## src/rtl/lsu_pkg.sv

```systemverilog
`default_nettype none
// ============================================================================
// Module      : lsu_pkg
// Description : Shared definitions for the LSU pipeline stage: default data
//               width, MemOP size/sign encodings and the FSM state encoding.
// Revision    : 1.0 - initial release
// ============================================================================
package lsu_pkg;

    localparam int XLEN_DEF = 64;

    // MemOP: low two bits give the access size, bit 2 selects zero-extension.
    typedef enum logic [2:0] {
        MOP_B   = 3'b000,
        MOP_H   = 3'b001,
        MOP_W   = 3'b010,
        MOP_D   = 3'b011,
        MOP_BU  = 3'b100,
        MOP_HU  = 3'b101,
        MOP_WU  = 3'b110,
        MOP_RSV = 3'b111
    } memop_e;

    typedef enum logic [1:0] {
        ST_IDLE     = 2'd0,
        ST_REQ      = 2'd1,
        ST_WAIT_RSP = 2'd2
    } lsu_state_e;

endpackage
`default_nettype wire

```

## src/rtl/lsu_stage_if.sv

```systemverilog
`default_nettype none
// ============================================================================
// Module      : lsu_stage_if
// Description : Request/response data-bus bundle between the LSU and memory.
//               master : LSU side (drives requests, receives responses)
//               slave  : memory side
// Signals     : mem_req_valid/ready, mem_req_addr, mem_req_wen,
//               mem_req_wdata, mem_req_wmask, mem_rsp_valid, mem_rsp_rdata
// Revision    : 1.0 - initial release
// ============================================================================
interface lsu_stage_if #(
    parameter int XLEN   = lsu_pkg::XLEN_DEF,
    parameter int MASK_W = XLEN / 8
) ();
    logic              mem_req_valid;
    logic              mem_req_ready;
    logic [XLEN-1:0]   mem_req_addr;
    logic              mem_req_wen;
    logic [XLEN-1:0]   mem_req_wdata;
    logic [MASK_W-1:0] mem_req_wmask;
    logic              mem_rsp_valid;
    logic [XLEN-1:0]   mem_rsp_rdata;

    modport master (
        output mem_req_valid, mem_req_addr, mem_req_wen, mem_req_wdata, mem_req_wmask,
        input  mem_req_ready, mem_rsp_valid, mem_rsp_rdata
    );

    modport slave (
        input  mem_req_valid, mem_req_addr, mem_req_wen, mem_req_wdata, mem_req_wmask,
        output mem_req_ready, mem_rsp_valid, mem_rsp_rdata
    );
endinterface
`default_nettype wire

```

## src/rtl/lsu_align.sv

```systemverilog
`default_nettype none
// ============================================================================
// Module      : lsu_align
// Description : Combinational data alignment for the LSU.
//               Store side: shifts store data and builds the byte mask for
//               the byte offset inside the doubleword.
//               Load side : shifts read data down by the offset, then sign-
//               or zero-extends according to MemOP (3'b111 yields zero).
// Ports       : st_off/st_size/st_data -> st_wdata/st_wmask
//               ld_off/ld_op/ld_rdata  -> ld_data
// Revision    : 1.0 - initial release
// ============================================================================
module lsu_align
    import lsu_pkg::*;
#(
    parameter int XLEN   = XLEN_DEF,
    parameter int MASK_W = XLEN / 8
) (
    input  logic [2:0]        st_off,
    input  logic [1:0]        st_size,
    input  logic [XLEN-1:0]   st_data,
    output logic [XLEN-1:0]   st_wdata,
    output logic [MASK_W-1:0] st_wmask,
    input  logic [2:0]        ld_off,
    input  logic [2:0]        ld_op,
    input  logic [XLEN-1:0]   ld_rdata,
    output logic [XLEN-1:0]   ld_data
);
    logic [MASK_W-1:0] w_base_mask;
    logic [XLEN-1:0]   w_shifted;

    always_comb begin
        case (st_size)
            2'b00:   w_base_mask = MASK_W'(8'h01);
            2'b01:   w_base_mask = MASK_W'(8'h03);
            2'b10:   w_base_mask = MASK_W'(8'h0F);
            default: w_base_mask = '1;
        endcase
    end

    // Bytes shifted past the top of the doubleword are simply dropped, so a
    // crossing access only touches the in-doubleword bytes.
    assign st_wdata  = st_data << {st_off, 3'b000};
    assign st_wmask  = w_base_mask << st_off;
    assign w_shifted = ld_rdata >> {ld_off, 3'b000};

    always_comb begin
        case (ld_op)
            MOP_B:   ld_data = {{(XLEN-8){w_shifted[7]}},   w_shifted[7:0]};
            MOP_H:   ld_data = {{(XLEN-16){w_shifted[15]}}, w_shifted[15:0]};
            MOP_W:   ld_data = {{(XLEN-32){w_shifted[31]}}, w_shifted[31:0]};
            MOP_D:   ld_data = w_shifted;
            MOP_BU:  ld_data = {{(XLEN-8){1'b0}},  w_shifted[7:0]};
            MOP_HU:  ld_data = {{(XLEN-16){1'b0}}, w_shifted[15:0]};
            MOP_WU:  ld_data = {{(XLEN-32){1'b0}}, w_shifted[31:0]};
            default: ld_data = '0;
        endcase
    end
endmodule
`default_nettype wire

```

## src/rtl/lsu_stage.sv

```systemverilog
`default_nettype none
// ============================================================================
// Module      : lsu_stage
// Description : Memory-access pipeline stage between EXU and WB. Takes one
//               instruction at a time, performs loads/stores over a
//               request/response bus and presents results to WB.
//               Non-memory instructions pass through with one cycle latency.
// Ports       : clk, rst (sync, active high)
//               EXU side : exu_valid/lsu_ready, ex_pc, ex_inst, ALUres,
//                          ex_sdata, MemRd, MemWr, MemOP, ex_Wdata_src, ex_RegWr
//               WB side  : lsu_valid/wb_ready, wb_pc, wb_inst, wb_ALUres,
//                          MemOut, wb_Wdata_src, wb_RegWr
//               mem      : lsu_stage_if.master data bus
// Macro       : LSU_PERF_CNT_EN adds perf_load_cnt, perf_store_cnt and
//               perf_stall_cnt (64-bit, wrapping).
// Revision    : 1.0 - initial release
// ============================================================================
module lsu_stage
    import lsu_pkg::*;
#(
    parameter int XLEN   = XLEN_DEF,
    parameter int MASK_W = XLEN / 8
) (
    input  logic            clk,
    input  logic            rst,
    input  logic            exu_valid,
    output logic            lsu_ready,
    input  logic [XLEN-1:0] ex_pc,
    input  logic [31:0]     ex_inst,
    input  logic [XLEN-1:0] ALUres,
    input  logic [XLEN-1:0] ex_sdata,
    input  logic            MemRd,
    input  logic            MemWr,
    input  logic [2:0]      MemOP,
    input  logic [1:0]      ex_Wdata_src,
    input  logic            ex_RegWr,
    output logic            lsu_valid,
    input  logic            wb_ready,
    output logic [XLEN-1:0] wb_pc,
    output logic [XLEN-1:0] wb_ALUres,
    output logic [XLEN-1:0] MemOut,
    output logic [31:0]     wb_inst,
    output logic [1:0]      wb_Wdata_src,
    output logic            wb_RegWr,
    lsu_stage_if.master     mem
`ifdef LSU_PERF_CNT_EN
    ,
    output logic [63:0]     perf_load_cnt,
    output logic [63:0]     perf_store_cnt,
    output logic [63:0]     perf_stall_cnt
`endif
);
    lsu_state_e        state_q, state_d;
    logic              lsu_valid_q, lsu_valid_d;
    logic [XLEN-1:0]   wb_pc_q, wb_pc_d, wb_alures_q, wb_alures_d, mem_out_q, mem_out_d;
    logic [31:0]       wb_inst_q, wb_inst_d;
    logic [1:0]        wb_wsrc_q, wb_wsrc_d;
    logic              wb_regwr_q, wb_regwr_d;
    logic [2:0]        op_q, op_d;
    logic              req_valid_q, req_valid_d, req_wen_q, req_wen_d;
    logic [XLEN-1:0]   req_addr_q, req_addr_d, req_wdata_q, req_wdata_d;
    logic [MASK_W-1:0] req_wmask_q, req_wmask_d;

    logic [XLEN-1:0]   w_st_wdata, w_ld_data;
    logic [MASK_W-1:0] w_st_wmask;
    logic              w_accept, w_rsp_done;

    assign lsu_ready  = (state_q == ST_IDLE) && (!lsu_valid_q || wb_ready);
    assign w_accept   = exu_valid && lsu_ready;
    assign w_rsp_done = (state_q == ST_WAIT_RSP) && mem.mem_rsp_valid;

    // The WB fields of a memory instruction are captured at accept time, so
    // wb_alures_q still holds the effective address when the response arrives
    // and its low bits double as the load byte offset.
    lsu_align #(.XLEN(XLEN), .MASK_W(MASK_W)) u_align (
        .st_off   (ALUres[2:0]),
        .st_size  (MemOP[1:0]),
        .st_data  (ex_sdata),
        .st_wdata (w_st_wdata),
        .st_wmask (w_st_wmask),
        .ld_off   (wb_alures_q[2:0]),
        .ld_op    (op_q),
        .ld_rdata (mem.mem_rsp_rdata),
        .ld_data  (w_ld_data)
    );

    always_comb begin
        state_d     = state_q;
        lsu_valid_d = lsu_valid_q;
        wb_pc_d     = wb_pc_q;
        wb_alures_d = wb_alures_q;
        mem_out_d   = mem_out_q;
        wb_inst_d   = wb_inst_q;
        wb_wsrc_d   = wb_wsrc_q;
        wb_regwr_d  = wb_regwr_q;
        op_d        = op_q;
        req_valid_d = req_valid_q;
        req_wen_d   = req_wen_q;
        req_addr_d  = req_addr_q;
        req_wdata_d = req_wdata_q;
        req_wmask_d = req_wmask_q;

        if (lsu_valid_q && wb_ready) begin
            lsu_valid_d = 1'b0;
        end

        case (state_q)
            ST_IDLE: begin
                if (w_accept) begin
                    wb_pc_d     = ex_pc;
                    wb_inst_d   = ex_inst;
                    wb_alures_d = ALUres;
                    wb_wsrc_d   = ex_Wdata_src;
                    wb_regwr_d  = ex_RegWr;
                    op_d        = MemOP;
                    if (MemRd || MemWr) begin
                        // MemWr wins when both are set: the access is a store.
                        req_valid_d = 1'b1;
                        req_wen_d   = MemWr;
                        req_addr_d  = {ALUres[XLEN-1:3], 3'b000};
                        req_wdata_d = MemWr ? w_st_wdata : '0;
                        req_wmask_d = MemWr ? w_st_wmask : '0;
                        state_d     = ST_REQ;
                    end else begin
                        mem_out_d   = '0;
                        lsu_valid_d = 1'b1;
                    end
                end
            end
            ST_REQ: begin
                if (mem.mem_req_ready) begin
                    req_valid_d = 1'b0;
                    state_d     = ST_WAIT_RSP;
                end
            end
            ST_WAIT_RSP: begin
                if (mem.mem_rsp_valid) begin
                    mem_out_d   = req_wen_q ? '0 : w_ld_data;
                    lsu_valid_d = 1'b1;
                    state_d     = ST_IDLE;
                end
            end
            default: state_d = ST_IDLE;
        endcase
    end

    always_ff @(posedge clk) begin
        if (rst) begin
            state_q     <= ST_IDLE;
            lsu_valid_q <= 1'b0;
            wb_pc_q     <= '0;
            wb_alures_q <= '0;
            mem_out_q   <= '0;
            wb_inst_q   <= '0;
            wb_wsrc_q   <= '0;
            wb_regwr_q  <= 1'b0;
            op_q        <= '0;
            req_valid_q <= 1'b0;
            req_wen_q   <= 1'b0;
            req_addr_q  <= '0;
            req_wdata_q <= '0;
            req_wmask_q <= '0;
        end else begin
            state_q     <= state_d;
            lsu_valid_q <= lsu_valid_d;
            wb_pc_q     <= wb_pc_d;
            wb_alures_q <= wb_alures_d;
            mem_out_q   <= mem_out_d;
            wb_inst_q   <= wb_inst_d;
            wb_wsrc_q   <= wb_wsrc_d;
            wb_regwr_q  <= wb_regwr_d;
            op_q        <= op_d;
            req_valid_q <= req_valid_d;
            req_wen_q   <= req_wen_d;
            req_addr_q  <= req_addr_d;
            req_wdata_q <= req_wdata_d;
            req_wmask_q <= req_wmask_d;
        end
    end

    assign lsu_valid         = lsu_valid_q;
    assign wb_pc             = wb_pc_q;
    assign wb_ALUres         = wb_alures_q;
    assign MemOut            = mem_out_q;
    assign wb_inst           = wb_inst_q;
    assign wb_Wdata_src      = wb_wsrc_q;
    assign wb_RegWr          = wb_regwr_q;
    assign mem.mem_req_valid = req_valid_q;
    assign mem.mem_req_addr  = req_addr_q;
    assign mem.mem_req_wen   = req_wen_q;
    assign mem.mem_req_wdata = req_wdata_q;
    assign mem.mem_req_wmask = req_wmask_q;

`ifdef LSU_PERF_CNT_EN
    logic [63:0] perf_load_q, perf_load_d, perf_store_q, perf_store_d, perf_stall_q, perf_stall_d;

    always_comb begin
        perf_load_d  = perf_load_q  + 64'(w_rsp_done && !req_wen_q);
        perf_store_d = perf_store_q + 64'(w_rsp_done && req_wen_q);
        perf_stall_d = perf_stall_q + 64'(state_q != ST_IDLE);
    end

    always_ff @(posedge clk) begin
        if (rst) begin
            perf_load_q  <= '0;
            perf_store_q <= '0;
            perf_stall_q <= '0;
        end else begin
            perf_load_q  <= perf_load_d;
            perf_store_q <= perf_store_d;
            perf_stall_q <= perf_stall_d;
        end
    end

    assign perf_load_cnt  = perf_load_q;
    assign perf_store_cnt = perf_store_q;
    assign perf_stall_cnt = perf_stall_q;
`endif
endmodule
`default_nettype wire
```

## src/flat_wrapper.sv

```systemverilog
// flat-port wrapper written by rule: the top's interface ports become plain ports
module lsu_stage_flat import lsu_pkg::*;
#(
    parameter int XLEN   = XLEN_DEF,
    parameter int MASK_W = XLEN / 8
)
  (clk, rst, exu_valid, lsu_ready, ex_pc, ex_inst, ALUres, ex_sdata, MemRd, MemWr, MemOP, ex_Wdata_src, ex_RegWr, lsu_valid, wb_ready, wb_pc, wb_ALUres, MemOut, wb_inst, wb_Wdata_src, wb_RegWr, mem_mem_req_valid, mem_mem_req_addr, mem_mem_req_wen, mem_mem_req_wdata, mem_mem_req_wmask, mem_mem_req_ready, mem_mem_rsp_valid, mem_mem_rsp_rdata);
  lsu_stage_if #(.XLEN(XLEN), .MASK_W(MASK_W)) mem_i ();
  input  logic clk;
  input  logic rst;
  input  logic exu_valid;
  output logic lsu_ready;
  input  logic [XLEN-1:0] ex_pc;
  input  logic [31:0] ex_inst;
  input  logic [XLEN-1:0] ALUres;
  input  logic [XLEN-1:0] ex_sdata;
  input  logic MemRd;
  input  logic MemWr;
  input  logic [2:0] MemOP;
  input  logic [1:0] ex_Wdata_src;
  input  logic ex_RegWr;
  output logic lsu_valid;
  input  logic wb_ready;
  output logic [XLEN-1:0] wb_pc;
  output logic [XLEN-1:0] wb_ALUres;
  output logic [XLEN-1:0] MemOut;
  output logic [31:0] wb_inst;
  output logic [1:0] wb_Wdata_src;
  output logic wb_RegWr;
  output wire logic [$bits(mem_i.mem_req_valid)-1:0] mem_mem_req_valid;
  output wire logic [$bits(mem_i.mem_req_addr)-1:0] mem_mem_req_addr;
  output wire logic [$bits(mem_i.mem_req_wen)-1:0] mem_mem_req_wen;
  output wire logic [$bits(mem_i.mem_req_wdata)-1:0] mem_mem_req_wdata;
  output wire logic [$bits(mem_i.mem_req_wmask)-1:0] mem_mem_req_wmask;
  input wire logic [$bits(mem_i.mem_req_ready)-1:0] mem_mem_req_ready;
  input wire logic [$bits(mem_i.mem_rsp_valid)-1:0] mem_mem_rsp_valid;
  input wire logic [$bits(mem_i.mem_rsp_rdata)-1:0] mem_mem_rsp_rdata;
  assign mem_mem_req_valid = mem_i.mem_req_valid;
  assign mem_mem_req_addr = mem_i.mem_req_addr;
  assign mem_mem_req_wen = mem_i.mem_req_wen;
  assign mem_mem_req_wdata = mem_i.mem_req_wdata;
  assign mem_mem_req_wmask = mem_i.mem_req_wmask;
  assign mem_i.mem_req_ready = mem_mem_req_ready;
  assign mem_i.mem_rsp_valid = mem_mem_rsp_valid;
  assign mem_i.mem_rsp_rdata = mem_mem_rsp_rdata;
  lsu_stage #(.XLEN(XLEN), .MASK_W(MASK_W)) u_core (.clk(clk), .rst(rst), .exu_valid(exu_valid), .lsu_ready(lsu_ready), .ex_pc(ex_pc), .ex_inst(ex_inst), .ALUres(ALUres), .ex_sdata(ex_sdata), .MemRd(MemRd), .MemWr(MemWr), .MemOP(MemOP), .ex_Wdata_src(ex_Wdata_src), .ex_RegWr(ex_RegWr), .lsu_valid(lsu_valid), .wb_ready(wb_ready), .wb_pc(wb_pc), .wb_ALUres(wb_ALUres), .MemOut(MemOut), .wb_inst(wb_inst), .wb_Wdata_src(wb_Wdata_src), .wb_RegWr(wb_RegWr), .mem(mem_i));
endmodule
```

## config.mk

```make
export PLATFORM = sky130hd
export DESIGN_NAME = lsu_stage_flat
export DESIGN_NICKNAME = d
export VERILOG_FILES = /design/src/rtl/lsu_pkg.sv /design/src/rtl/lsu_stage_if.sv /design/src/rtl/lsu_align.sv /design/src/rtl/lsu_stage.sv /design/src/flat_wrapper.sv
export SDC_FILE = /design/constraint.sdc
export NUM_CORES = 1
export LEC_CHECK = 0
export ABC_AREA = 1
export CAP_MARGIN = 20
export CORE_UTILIZATION = 23
export CTS_CLUSTER_SIZE = 28
export DETAILED_ROUTE_END_ITERATION = 16
export PLACE_DENSITY = 0.56
export SYNTH_ARGS = -nofsm -noshare
export SYNTH_HDL_FRONTEND = slang
export SYNTH_SLANG_ARGS = --single-unit
```

## constraint.sdc

```tcl
create_clock -name clk -period 2.2 [get_ports clk]
set_clock_uncertainty 0.05 [all_clocks]
set_input_delay 0.22 -clock clk [delete_from_list [all_inputs] [get_ports clk]]
set_output_delay 0.22 -clock clk [all_outputs]
set_load 0.02 [all_outputs]
```

==> summary.txt <==
Drt
  – DRC Markers: 0
  – Post-DR wirelength/cell: between 15 and 20 µm
  – Final ANT Viol Nets: 0
  – Via Count: around 18,000
  – Total Wirelength: ~74,000 µm
  – Vias per cell: between 4 and 5
  – Drt initial violations: 1,353
  – Drt first pass iters: 5

Timing
  – Final Critical Period: ~2.1 ns
  – RSZ-0062 raised after global routing: no
  – Final setup viols: 0
  – Fmax: between 400 and 500 MHz
  – Slew Limit Fails: 0
  – Hold Violations, Final: 0
  – Worst slew pin tran: slightly above 0.8 ns
  – Fin crit share: between 90% and 100%
  – Slew headroom: 46.3%

Pwr
  – Maximum vdd drop: approximately 650 µV
  – Leak: roughly 9.9 nW
  – Cell Pwr Density: approximately 760 nW/µm²
  – Pwr Total: 0.0198 W

Layout
  – Commonest non-fill, non-tap cell in the layout: nand2_1
  – Fillers: about 7,500
  – Area grow syn2layout: 58.5%
  – Nets: 3,311
  – Share of layout cells above drive strength 1: about 7.1%
  – Util after Layout: 37.1%
  – Design area: 26,100 µm²
  – Commonest non-fill, non-tap cells in the layout: 826 x nand2_1, 658 x clkdlybuf4s50_1, 367 x dfxtp_1

Run status
  – Status: finished clean

GRT
  – Gr ovfl total: 0
  – Initial antenna violation count: 6
  – Largest net degree at the start of global routing: 128
  – Vias in the first global route: around 18,000
  – First-pass GRT wire length: between 100,000 and 150,000 µm
  – Gr usage total: approximately 20%

CTS
  – Clock net sink count: 368
  – Worst skew pair latency: just under 0.6 ns
  – TritonCTS clock tree: built
  – CTS max path bufs: 3
  – Max H-tree Level: 2
  – Number of buffers inserted during clock tree synthesis: between 40 and 50
  – Reg clk slew, reported paths: roughly 0.060 ns
  – CTS Root Cell: clkbuf_16

Flow run
  – Reported max-cap violation count: 0

Floorplanning
  – FP Rows: 97
  – Core Region: a little over 70,000 µm²
  – Die span in x: around 270 µm
  – Die area: between 70,000 and 80,000 µm²
  – # IOs: ~670
  – DIE HEIGHT: 269 µm
  – Initial Util: a little under a quarter

Setup path
  – Critical path type: register to register
  – CP Data Required Time: about 2.6 ns
  – Setup crit end kind: register
  – CP cell instances: inv_2, buf_12, a21boi_0, o21ai_0, o21ai_0, buf_4, nand2_1, nand2_1, a21oi_1
  – Worst path top cell family by delay: compound AO/OA/AOI/OAI gates
  – Slowest stage cell, crit path: dfxtp_2
  – CP max stage delay: around 0.35 ns
  – Worst Path Max Fanout: 24
  – CP Launch Type: register
  – CP bufs+invs: 3
  – Worst EP arrival: around 2.4 ns

Logic synthesis
  – Yosys reg bits: roughly 370
  – Synth top area share: between 40% and 50%
  – Synth area leader: dfxtp_1
  – Synth warn: 0
  – Sequential element share of the synthesized area: roughly 45%
  – Synth unique cells: 31
  – Syn_area_per_cell: between 6 and 7 µm²
  – Main area contributors after synthesis: dfxtp_1 45%, nand2_1 19%, a21oi_1 10%
  – Synthesized instance count: approximately 2,400
  – Mapped Area: approximately 16,000 µm²

Place
  – DP Area: 24,500 µm²
  – Port Buffers: 665
  – DP HPWL: 55,100 µm
  – GPL Wtd Cong: a little under 0.9

Worst hold path
  – Hold crit path type: primary input to register
kinds of logic (layout without fill, tap and decap cells):
kind of cell / Yosys count / in the layout / share of synthesized area, %
AO/OA/AOI/OAI: 606 / 606 / 19.6
buffers and inverters: 268 / 912 / 6.91
flip-flops: 368 / 368 / 44.8
multiplexers: 14 / 14 / 0.852
other: 1 / 7 / 0.0228
AND/OR/NAND/NOR: 1141 / 1141 / 27.9
final timing paths:
kind	from	end	slack, ns	cells after the start
worst min-delay path	ex_pc[59]	u_core.wb_pc[59]	0.14	3
worst min register to register	u_core.MemOut[12]	u_core.MemOut[12]	0.41	2
worst max register to register	u_core.wb_ALUres[0]	u_core.MemOut[22]	0.12	9
worst max-delay path	u_core.wb_ALUres[0]	u_core.MemOut[22]	0.12	9
layout make-up:
type	count	area [µm²]	share of cell area [%]
Inverter	69	267	1.02
Clock buffer	59	1250	4.79
Multi-Input combinational cell	1764	7990	30.6
Sequential cell	368	7370	28.3
Timing Repair Buffer	761	7740	29.7
Antenna cell	4	10.0	0.0384
Clock inverter	23	283	1.08
Tap cell	940	1180	4.51
through the flow:
stage | setup slack [ns] | hold WS [ns] | instances | setup TNS (ns)
finish | 0.122 | 0.138 | 3988 | 0
global route | 0.0164 | 0.109 | 3987 | 0
CTS | 0.0141 | 0.0909 | 3984 | 0
detailed placement | -0.0329 | 0.404 | 3901 | -0.686
global placement | -0.0287 | 0.400 | 3901 | -0.339
floorplan | 0.385 | 0.305 | 2400 | 0
repair_timing:
item,4_1_cts,5_1_grt
gates resized for setup,4,2
buffers inserted,0,0
endpoints found under the setup margin,3,2
hold buffers,1,0
hold endpoints to repair,15,0
state kept, by name, summed over array words and instances, names as in the netlist:
signal,flops
u_core.MemOut,64
u_core.mem.mem_req_wdata,64
u_core.wb_ALUres,64
u_core.wb_pc,64
u_core.mem.mem_req_addr,61
u_core.wb_inst,32
u_core.mem.mem_req_wmask,8
u_core.op_q,3
u_core.state_q,2
u_core.wb_Wdata_src,2
u_core.lsu_valid,1
u_core.mem.mem_req_valid,1
u_core.mem.mem_req_wen,1
u_core.wb_RegWr,1
where the power goes:
part	total, W	internal [W]	switching (W)
clock	0.00768	0.00451	0.00316
sequential	0.00730	0.00707	0.000224
combinational	0.00481	0.00203	0.00278
Yosys cell counts:
cell,instances
mux2i_1,14
dfxtp_1,368
buf_6,1
nor2_4,2
buf_2,65
buf_4,11
nor2_1,156
nor2_2,2
nand3_2,2
inv_2,3
o2111ai_2,1
clkbuf_1,108
nand4_1,36
nand3_1,86
or2_2,27
o221ai_1,1
nand2_2,1
o21ai_0,194
clkinv_1,2
a21boi_0,1
a211oi_1,1
o31ai_1,9
o22ai_1,7
a21oi_1,337
inv_1,63
clkinv_2,1
nor3_1,3
o211ai_1,55
conb_1,1
buf_1,14
nand2_1,826
worst register-to-register path: stages (launching register included):
cell      delay (ns)
dfxtp_2         0.35
inv_2           0.12
buf_12          0.19
a21boi_0        0.32
o21ai_0         0.19
o21ai_0         0.35
buf_4           0.18
nand2_1         0.06
nand2_1         0.07
a21oi_1         0.05
metal layers:
metal  vias up  GRT usage (%)  part of all wire [%]
met1      8150           24.5                    42
met3       123           4.95                   7.7
li1       9112              -                     -
met2       678           32.8                    47
met4         2           7.75                   3.7
met5         -              0                 0.018
No activity file was read; power rests on OpenSTA's default activity.
